## src/rtl/uart_msg_arbiter.sv

```systemverilog
// Per-message arbiter that shares one UART wishbone slave among NUM_REQ masters.
// Define UART_ARB_PREFIX_EN to have each granted message preceded by "<id>:".
module uart_msg_arbiter #(
    parameter int NUM_REQ      = 4,
    parameter int IDLE_TIMEOUT = 1000
) (
    input  logic                    clk,
    input  logic                    reset,
    input  logic [NUM_REQ-1:0]      req_stb_i,
    input  logic [NUM_REQ-1:0]      req_we_i,
    input  logic [NUM_REQ-1:0]      req_addr_i,
    input  logic [4*NUM_REQ-1:0]    req_sel_i,
    input  logic [32*NUM_REQ-1:0]   req_dat_i,
    output logic [NUM_REQ-1:0]      req_ack_o,
    output logic [31:0]             req_dat_o,
    output logic                    m_stb_o,
    output logic                    m_cyc_o,
    output logic                    m_we_o,
    output logic                    m_addr_o,
    output logic [3:0]              m_sel_o,
    output logic [31:0]             m_dat_o,
    input  logic [31:0]             m_dat_i,
    input  logic                    m_ack_i,
    output logic [1:0]              fsm_state
);

    localparam int IW = $clog2(NUM_REQ);
    localparam int CW = (IDLE_TIMEOUT > 0) ? $clog2(IDLE_TIMEOUT + 1) : 1;
    localparam logic [CW-1:0] TO_LAST  = CW'((IDLE_TIMEOUT > 0) ? IDLE_TIMEOUT - 1 : 0);
    localparam logic [IW:0]   NUM_W    = (IW + 1)'(NUM_REQ);
    localparam logic [IW-1:0] LAST_REQ = IW'(NUM_REQ - 1);

`ifdef UART_ARB_PREFIX_EN
    typedef enum logic [1:0] {S_IDLE = 2'd0, S_LOCK = 2'd1, S_PREFIX = 2'd2} state_t;
    logic prefix_step;
`else
    typedef enum logic [1:0] {S_IDLE = 2'd0, S_LOCK = 2'd1} state_t;
`endif

    state_t          state;
    logic [IW-1:0]   holder;
    logic [IW-1:0]   last_grant;
    logic [IW-1:0]   pick;
    logic            pick_valid;
    logic [CW-1:0]   idle_cnt;

    logic            h_stb;
    logic            h_we;
    logic            h_addr;
    logic [3:0]      h_sel;
    logic [31:0]     h_dat;
    logic            rel_nl;
    logic            rel_to;

    assign h_stb  = req_stb_i[holder];
    assign h_we   = req_we_i[holder];
    assign h_addr = req_addr_i[holder];
    assign h_sel  = req_sel_i[{holder, 2'b00} +: 4];
    assign h_dat  = req_dat_i[{holder, 5'b00000} +: 32];

    // A message ends on an acked newline write; reads never end it.
    assign rel_nl = h_stb & h_we & m_ack_i & (h_dat[7:0] == 8'h0A);
    assign rel_to = (IDLE_TIMEOUT != 0) && !h_stb && (idle_cnt == TO_LAST);

    assign fsm_state = state;
    assign m_cyc_o   = m_stb_o;

    // Round-robin search: walk downward so the nearest requester after last_grant wins.
    always_comb begin
        logic [IW:0] sum;
        pick       = '0;
        pick_valid = 1'b0;
        sum        = '0;
        for (int k = NUM_REQ; k >= 1; k--) begin
            sum = {1'b0, last_grant} + (IW + 1)'(k);
            if (sum >= NUM_W) sum = sum - NUM_W;
            if (req_stb_i[sum[IW-1:0]]) begin
                pick       = sum[IW-1:0];
                pick_valid = 1'b1;
            end
        end
    end

    always_comb begin
        m_stb_o   = 1'b0;
        m_we_o    = 1'b0;
        m_addr_o  = 1'b0;
        m_sel_o   = 4'h0;
        m_dat_o   = 32'h0;
        req_ack_o = '0;
        req_dat_o = 32'h0;
        case (state)
            S_LOCK: begin
                m_stb_o           = h_stb;
                m_we_o            = h_we;
                m_addr_o          = h_addr;
                m_sel_o           = h_sel;
                m_dat_o           = h_dat;
                req_ack_o[holder] = m_ack_i;
                req_dat_o         = m_dat_i;
            end
`ifdef UART_ARB_PREFIX_EN
            S_PREFIX: begin
                m_stb_o  = 1'b1;
                m_we_o   = 1'b1;
                m_sel_o  = 4'h1;
                m_dat_o  = {24'h0, prefix_step ? 8'h3A : (8'h30 + 8'(holder))};
            end
`endif
            default: ;
        endcase
    end

    always_ff @(posedge clk) begin
        if (reset) begin
            state      <= S_IDLE;
            holder     <= '0;
            last_grant <= LAST_REQ;
            idle_cnt   <= '0;
`ifdef UART_ARB_PREFIX_EN
            prefix_step <= 1'b0;
`endif
        end else begin
            case (state)
                S_IDLE: begin
                    idle_cnt <= '0;
                    if (pick_valid) begin
                        holder <= pick;
`ifdef UART_ARB_PREFIX_EN
                        state       <= S_PREFIX;
                        prefix_step <= 1'b0;
`else
                        state  <= S_LOCK;
`endif
                    end
                end
`ifdef UART_ARB_PREFIX_EN
                S_PREFIX: begin
                    if (m_ack_i) begin
                        if (prefix_step) begin
                            prefix_step <= 1'b0;
                            state       <= S_LOCK;
                        end else begin
                            prefix_step <= 1'b1;
                        end
                    end
                end
`endif
                S_LOCK: begin
                    if (rel_nl || rel_to) begin
                        state      <= S_IDLE;
                        last_grant <= holder;
                        idle_cnt   <= '0;
                    end else if (h_stb) begin
                        idle_cnt <= '0;
                    end else begin
                        idle_cnt <= idle_cnt + 1'b1;
                    end
                end
                default: state <= S_IDLE;
            endcase
        end
    end

endmodule
```

## config.mk

```make
export PLATFORM = sky130hd
export DESIGN_NAME = uart_msg_arbiter
export DESIGN_NICKNAME = d
export VERILOG_FILES = /design/src/rtl/uart_msg_arbiter.sv
export SDC_FILE = /design/constraint.sdc
export NUM_CORES = 1
export LEC_CHECK = 0
export ABC_AREA = 1
export CAP_MARGIN = 0
export CORE_AREA = 2 2 103 105
export DETAILED_ROUTE_END_ITERATION = 6
export DIE_AREA = 0 0 105 107
export PLACE_DENSITY = 0.74
export SETUP_SLACK_MARGIN = 0.5
export SYNTH_ARGS = -nofsm -noshare
export SYNTH_HDL_FRONTEND = slang
export SYNTH_SLANG_ARGS = --single-unit
```

## constraint.sdc

```tcl
create_clock -name clk -period 1.6 [get_ports clk]
set_input_delay 0.16 -clock clk [delete_from_list [all_inputs] [get_ports clk]]
set_output_delay 0.16 -clock clk [all_outputs]
set_load 0.02 [all_outputs]
```

## Word level (Yosys, flattened, before mapping)

Cells that the tools add are included.

- Flip-flop bits (word level): 16
- Input bits: 191
- Output and inout port bits: 78

- Add/sub/neg operators: 9
- $lt $le $gt $ge: 10
- Equality and inequality tests: 5
- Shift-type cells: 2
- Multiplexer cells: 41
- Bitwise operators: 4
- Reduce and logical (&&, ||, !) cells: 9

Operators by type and width:

| kind | number |
|---|---|
| $shiftx 128x8->32 | 1 |
| $mux 32 | 2 |
| $mux 10 | 2 |
| $mux 2 | 10 |
| $pmux 10 s2 | 1 |
| $shiftx 16x5->4 | 1 |
| $lt 2x3->1 const B | 5 |
| $mux 1 | 15 |
| $bmux 1 s2 | 7 |
| $ge 3x3->1 const B | 4 |
| $add 10x1->10 const B | 1 |
| $eq 10x10->1 const B | 1 |
| $eq 8x4->1 const B | 1 |
| $mux 4 | 2 |
| $sub 2x1->2 const B | 4 |
| $add 2x2->3 const B | 2 |
| $reduce_and 2->1 | 3 |
| $and 4x4->4 | 1 |
| $ne 2x2->1 const B | 2 |
| $pmux 2 s2 | 1 |
| $add 2x1->3 const B | 1 |
| $add 2x3->3 const B | 1 |
| $and 1x1->1 | 3 |
| $demux 1 s2 | 1 |
| 7 further kinds | 8 |

## Depth between registers and ports, before layout

- Word-level depth: 11
- Gate-level depth with buffers: 14
- Depth with buffers taken out: 12

## Worst setup path after synthesis

No wires, ideal clock.

- Path kind: reg-to-output
- Start: register holder[0]
- End: output m_dat_o[24]
- Arrival: 1.504 ns
- Path slack: -0.064 ns
- Stages on the path, launching flop included: 7
- Buffers on the path: 3
- Cell sequence: dfxtp_1 > buf_6 > nor2_1 > buf_2 > buf_1 > a22oi_1 > a21oi_1

- Cells in the longest elaborated chain, start to end: 2

RTL lines:

| what | line | source |
|---|---|---|
| start: declaration | 41 | `logic [IW-1:0] holder;` |
| start signal: assignment | 128 | `holder <= pick;` |
| $shiftx 128x8->32 | 59 | `assign h_dat = req_dat_i[{holder, 5'b00000} +: 32];` |
| $mux 32 | 92 | `case (state)` |
| end: declaration | 21 | `output logic [31:0] m_dat_o,` |

No other way between the ends.

## Final worst setup path

- Start: register holder[0]
- End: output m_dat_o[28]

The elaborated chain is that of the path after synthesis.

==> results.py <==
metrics = {
    "placed_design": {
        "gp_congestion": 0.9015,
        "port_buffers": 267,
        "placed_cell_area_um2": 5444,
        "dpl.hpwl_um": 10470,
    },
    "synthesis": {
        "synth_area_um2": 2236,
        "synth_edf_count": 0,
        "synth_ff_type": "dfxtp_1",
        "muxShareOfSynthArea_pct": 0,
        "synth_top_family_by_area": "simple AND/OR/NAND/NOR gates",
        "synth_compound_area_share_pct": 29.55,
        "yosys.area_share.adder_pct": 0.5596,
        "synth_simple_gate_area_share_pct": 37.27,
        "synth.top_cell.area_share_pct": 20.31,
        "synth_cells": 401,
        "syn-num-nets": 593,
        "synthXorXnorAreaFrac_pct": 3.525,
        "yosysWarnings": 0,
        "async_flop_share_pct": 0,
        "ys_seq_elements": 15,
        "yosysTopAreaCell": "nand2_1",
        "seq_area_frac_synth_pct": 13.43,
        "synthTopCellsByArea": "nand2_1 20%, a22oi_1 19%, dfxtp_1 13%",
        "syn_avg_cell_area_um2": 5.576,
        "ys_types": 32,
    },
    "status": {
        "status": "complete, but fails checks",
        "violations": "negative setup slack",
    },
    "final_layout": {
        "num-nets-final": 896,
        "drive_above_1_share_pct": 46.66,
        "area_growth_syn_to_layout_pct": 197.9,
        "fin_area_um2": 6661,
    },
    "clock_tree": {
        "cts_tree": "yes",
        "htreeDepth": 1,
        "ctsHoldBuffers": 0,
        "root_buffer": "clkbuf_8",
        "cts.path.max_buffers": 2,
        "numCtsBuffers": 3,
        "clk_pin_slew_ns": 0.06,
        "cts.sinks": 15,
        "clk_latency_ns": 0.25,
    },
    "die": {
        "core_um2": 10090,
        "start_util_pct": 22.15,
        "die_y_um": 107,
        "die_area_um2": 11240,
        "row_count": 37,
        "chipWidth_um": 105,
        "ios": 269,
    },
    "sta": {
        "layout_setup_ws_ns": -0.1740,
        "rsz0062_at_grt": "true",
        "fin_setup_tns_ns": -3.170,
        "post-route-period-util_pct": 110.9,
        "setup_viol": 36,
        "fmax_mhz": 563.7,
        "slew_viol_final": 0,
        "hold_viol_final": 0,
        "skew_ns": 0.0006290,
        "min_period_ns": 1.774,
    },
    "global_route": {
        "global_route.usage.total_pct": 21.68,
        "antenna_found_initial": 3,
        "overflow": 0,
        "grt_pass1_wl_um": 19690,
        "grt_pass1_vias": 3854,
        "grt_max_degree": 32,
    },
    "setup_path": {
        "arrival_ns": 1.61,
        "crit_start": "holder[0]$_SDFFE_PP0P_",
        "endpoint_kind": "primary output",
        "r2r-start": "holder[0]$_SDFFE_PP0P_",
        "critPathLaunchType": "flip-flop",
        "worstPathRequired_ns": 1.44,
        "crit_path_max_incr_delay_ns": 0.43,
        "cp_slowest_cell": "dfxtp_4",
        "cpMostUsedCell": "buf_12",
        "critical_path_class": "reg -> out",
        "crit_fanout": 13,
        "crit_chain": "nor2_4 -> buf_12 -> buf_12 -> a22oi_1 -> a21oi_2 -> buf_4",
    },
    "routing": {
        "wl_per_cell_um": 17.75,
        "vias": 4067,
        "drc": 0,
        "firstDrtPassIters": 4,
        "final_antenna_net_count": 0,
        "viasPerCell": 4.830,
        "wl_um": 14940,
        "drt_iter0_drc": 195,
    },
    "min_path": {
        "hold_path_startpoint": "idle_cnt[0]$_SDFF_PP0_",
        "hp-class": "reg -> reg",
    },
    "power_and_ir_drop": {
        "p_leak_nw": 2.955,
        "peakVddDrop_uv": 431.8,
        "p_per_area_nw_per_um2": 452.9,
    },
    "run": {
        "maxCapViolCount": 0,
    },
}
[metrics by stage]
stage	util, %	power [mW]	worst slack [ns]	hold slack (ns)	std cells
floorplan	-	1.186	0.1440	0.2194	401
global placement	53.94	2.142	-0.2939	0.4288	803
detailed placement	53.94	2.165	-0.3048	0.4509	803
CTS	56.16	2.544	-0.1414	0.4624	812
global route	66.01	3.155	-0.2458	0.4922	842
finish	66.01	3.017	-0.1740	0.4631	842
[layout make-up]
class / instances / area [um2]
Sequential cell: 15 / 315.3
Antenna cell: 3 / 7.507
Timing Repair Buffer: 329 / 3582
Inverter: 48 / 195.2
Tap cell: 136 / 170.2
Clock buffer: 4 / 45.04
Multi-Input combinational cell: 307 / 2346
Fill cell: 808 / 3431
[path summary, 6_finish.rpt]
path | endpoint | slack (ns) | cells after the start
worst max-delay path | m_dat_o[28] | -0.17 | 6
worst min-delay path | idle_cnt[0]$_SDFF_PP0_ | 0.46 | 1
worst max register to register | last_grant[0]$_SDFFE_PP1P_ | -0.07 | 13
worst min register to register | idle_cnt[0]$_SDFF_PP0_ | 0.46 | 1
[kinds of logic after synthesis]
family	after synthesis
XOR/XNOR	9
AO/OA/AOI/OAI	102
adder cells (fa/ha/maj)	1
AND/OR/NAND/NOR	194
buffers and inverters	79
other	1
flip-flops	15
[worst max-delay path, delay by kind of cell (launching register included)]
| kind | cells | cell delay (ns) |
|---|---|---|
| AOI/OAI and AO/OA | 2 | 0.40 |
| and+or+nand+nor | 1 | 0.08 |
| buffers and inverters | 3 | 0.46 |
| DFF | 1 | 0.43 |
[cells in the mapped netlist (2+ instances only)]
master      n
nand2_1   121
a22oi_1    58
inv_1      45
a21oi_1    36
nand3_1    27
nor2_1     23
dfxtp_1    15
buf_2      11
clkbuf_1    9
nor2_2      8
xor2_1      6
buf_4       5
nor3_1      5
o21ai_0     5
buf_1       4
nand2_2     3
xnor2_1     3
buf_6       2
inv_2       2
[state kept, by name, summed over array words and instances (netlist names)]
name        count
idle_cnt       10
fsm_state       1
last_grant      2
holder          2
[repair_timing]
item,in CTS,in global routing
buffers inserted,1,18
gates cloned,4,9
pin swaps,9,55
setup endpoints to repair,92,92
gates resized for setup,374,265
[cell usage in the layout, fill, tap and decap left out, drive strengths merged, types with 2 or more instances in the layout]
master         count
clkbuf            12
dfxtp             15
a21oi             37
diode              3
nand4              2
o21ai              6
nor2              31
nand2            124
nor3               5
buf              129
xor2               6
nand3             28
inv               48
dlymetal6s2s       2
a22oi             58
clkdlybuf4s50    188
xnor2              3
[layer usage]
layer / share of wire, % / vias to the layer above / track usage, %
li1: - / 1958 / -
met1: 36 / 1919 / 24.36
met2: 56 / 162 / 41.47
met3: 5.3 / 28 / 3.222
met4: 2.7 / 0 / 7.333
met5: 0 / - / 0
[power breakdown]
| part | internal (mW) | switching (mW) | total [mW] | leakage, nW |
|---|---|---|---|---|
| Combinational | 1.26 | 1.05 | 2.31 | 2.81 |
| Sequential | 0.380 | 0.0189 | 0.399 | 0.123 |
| Clock | 0.176 | 0.130 | 0.307 | 0.0228 |
| Total | 1.81 | 1.20 | 3.02 | 2.96 |
No activity file was read; power rests on OpenSTA's default activity.
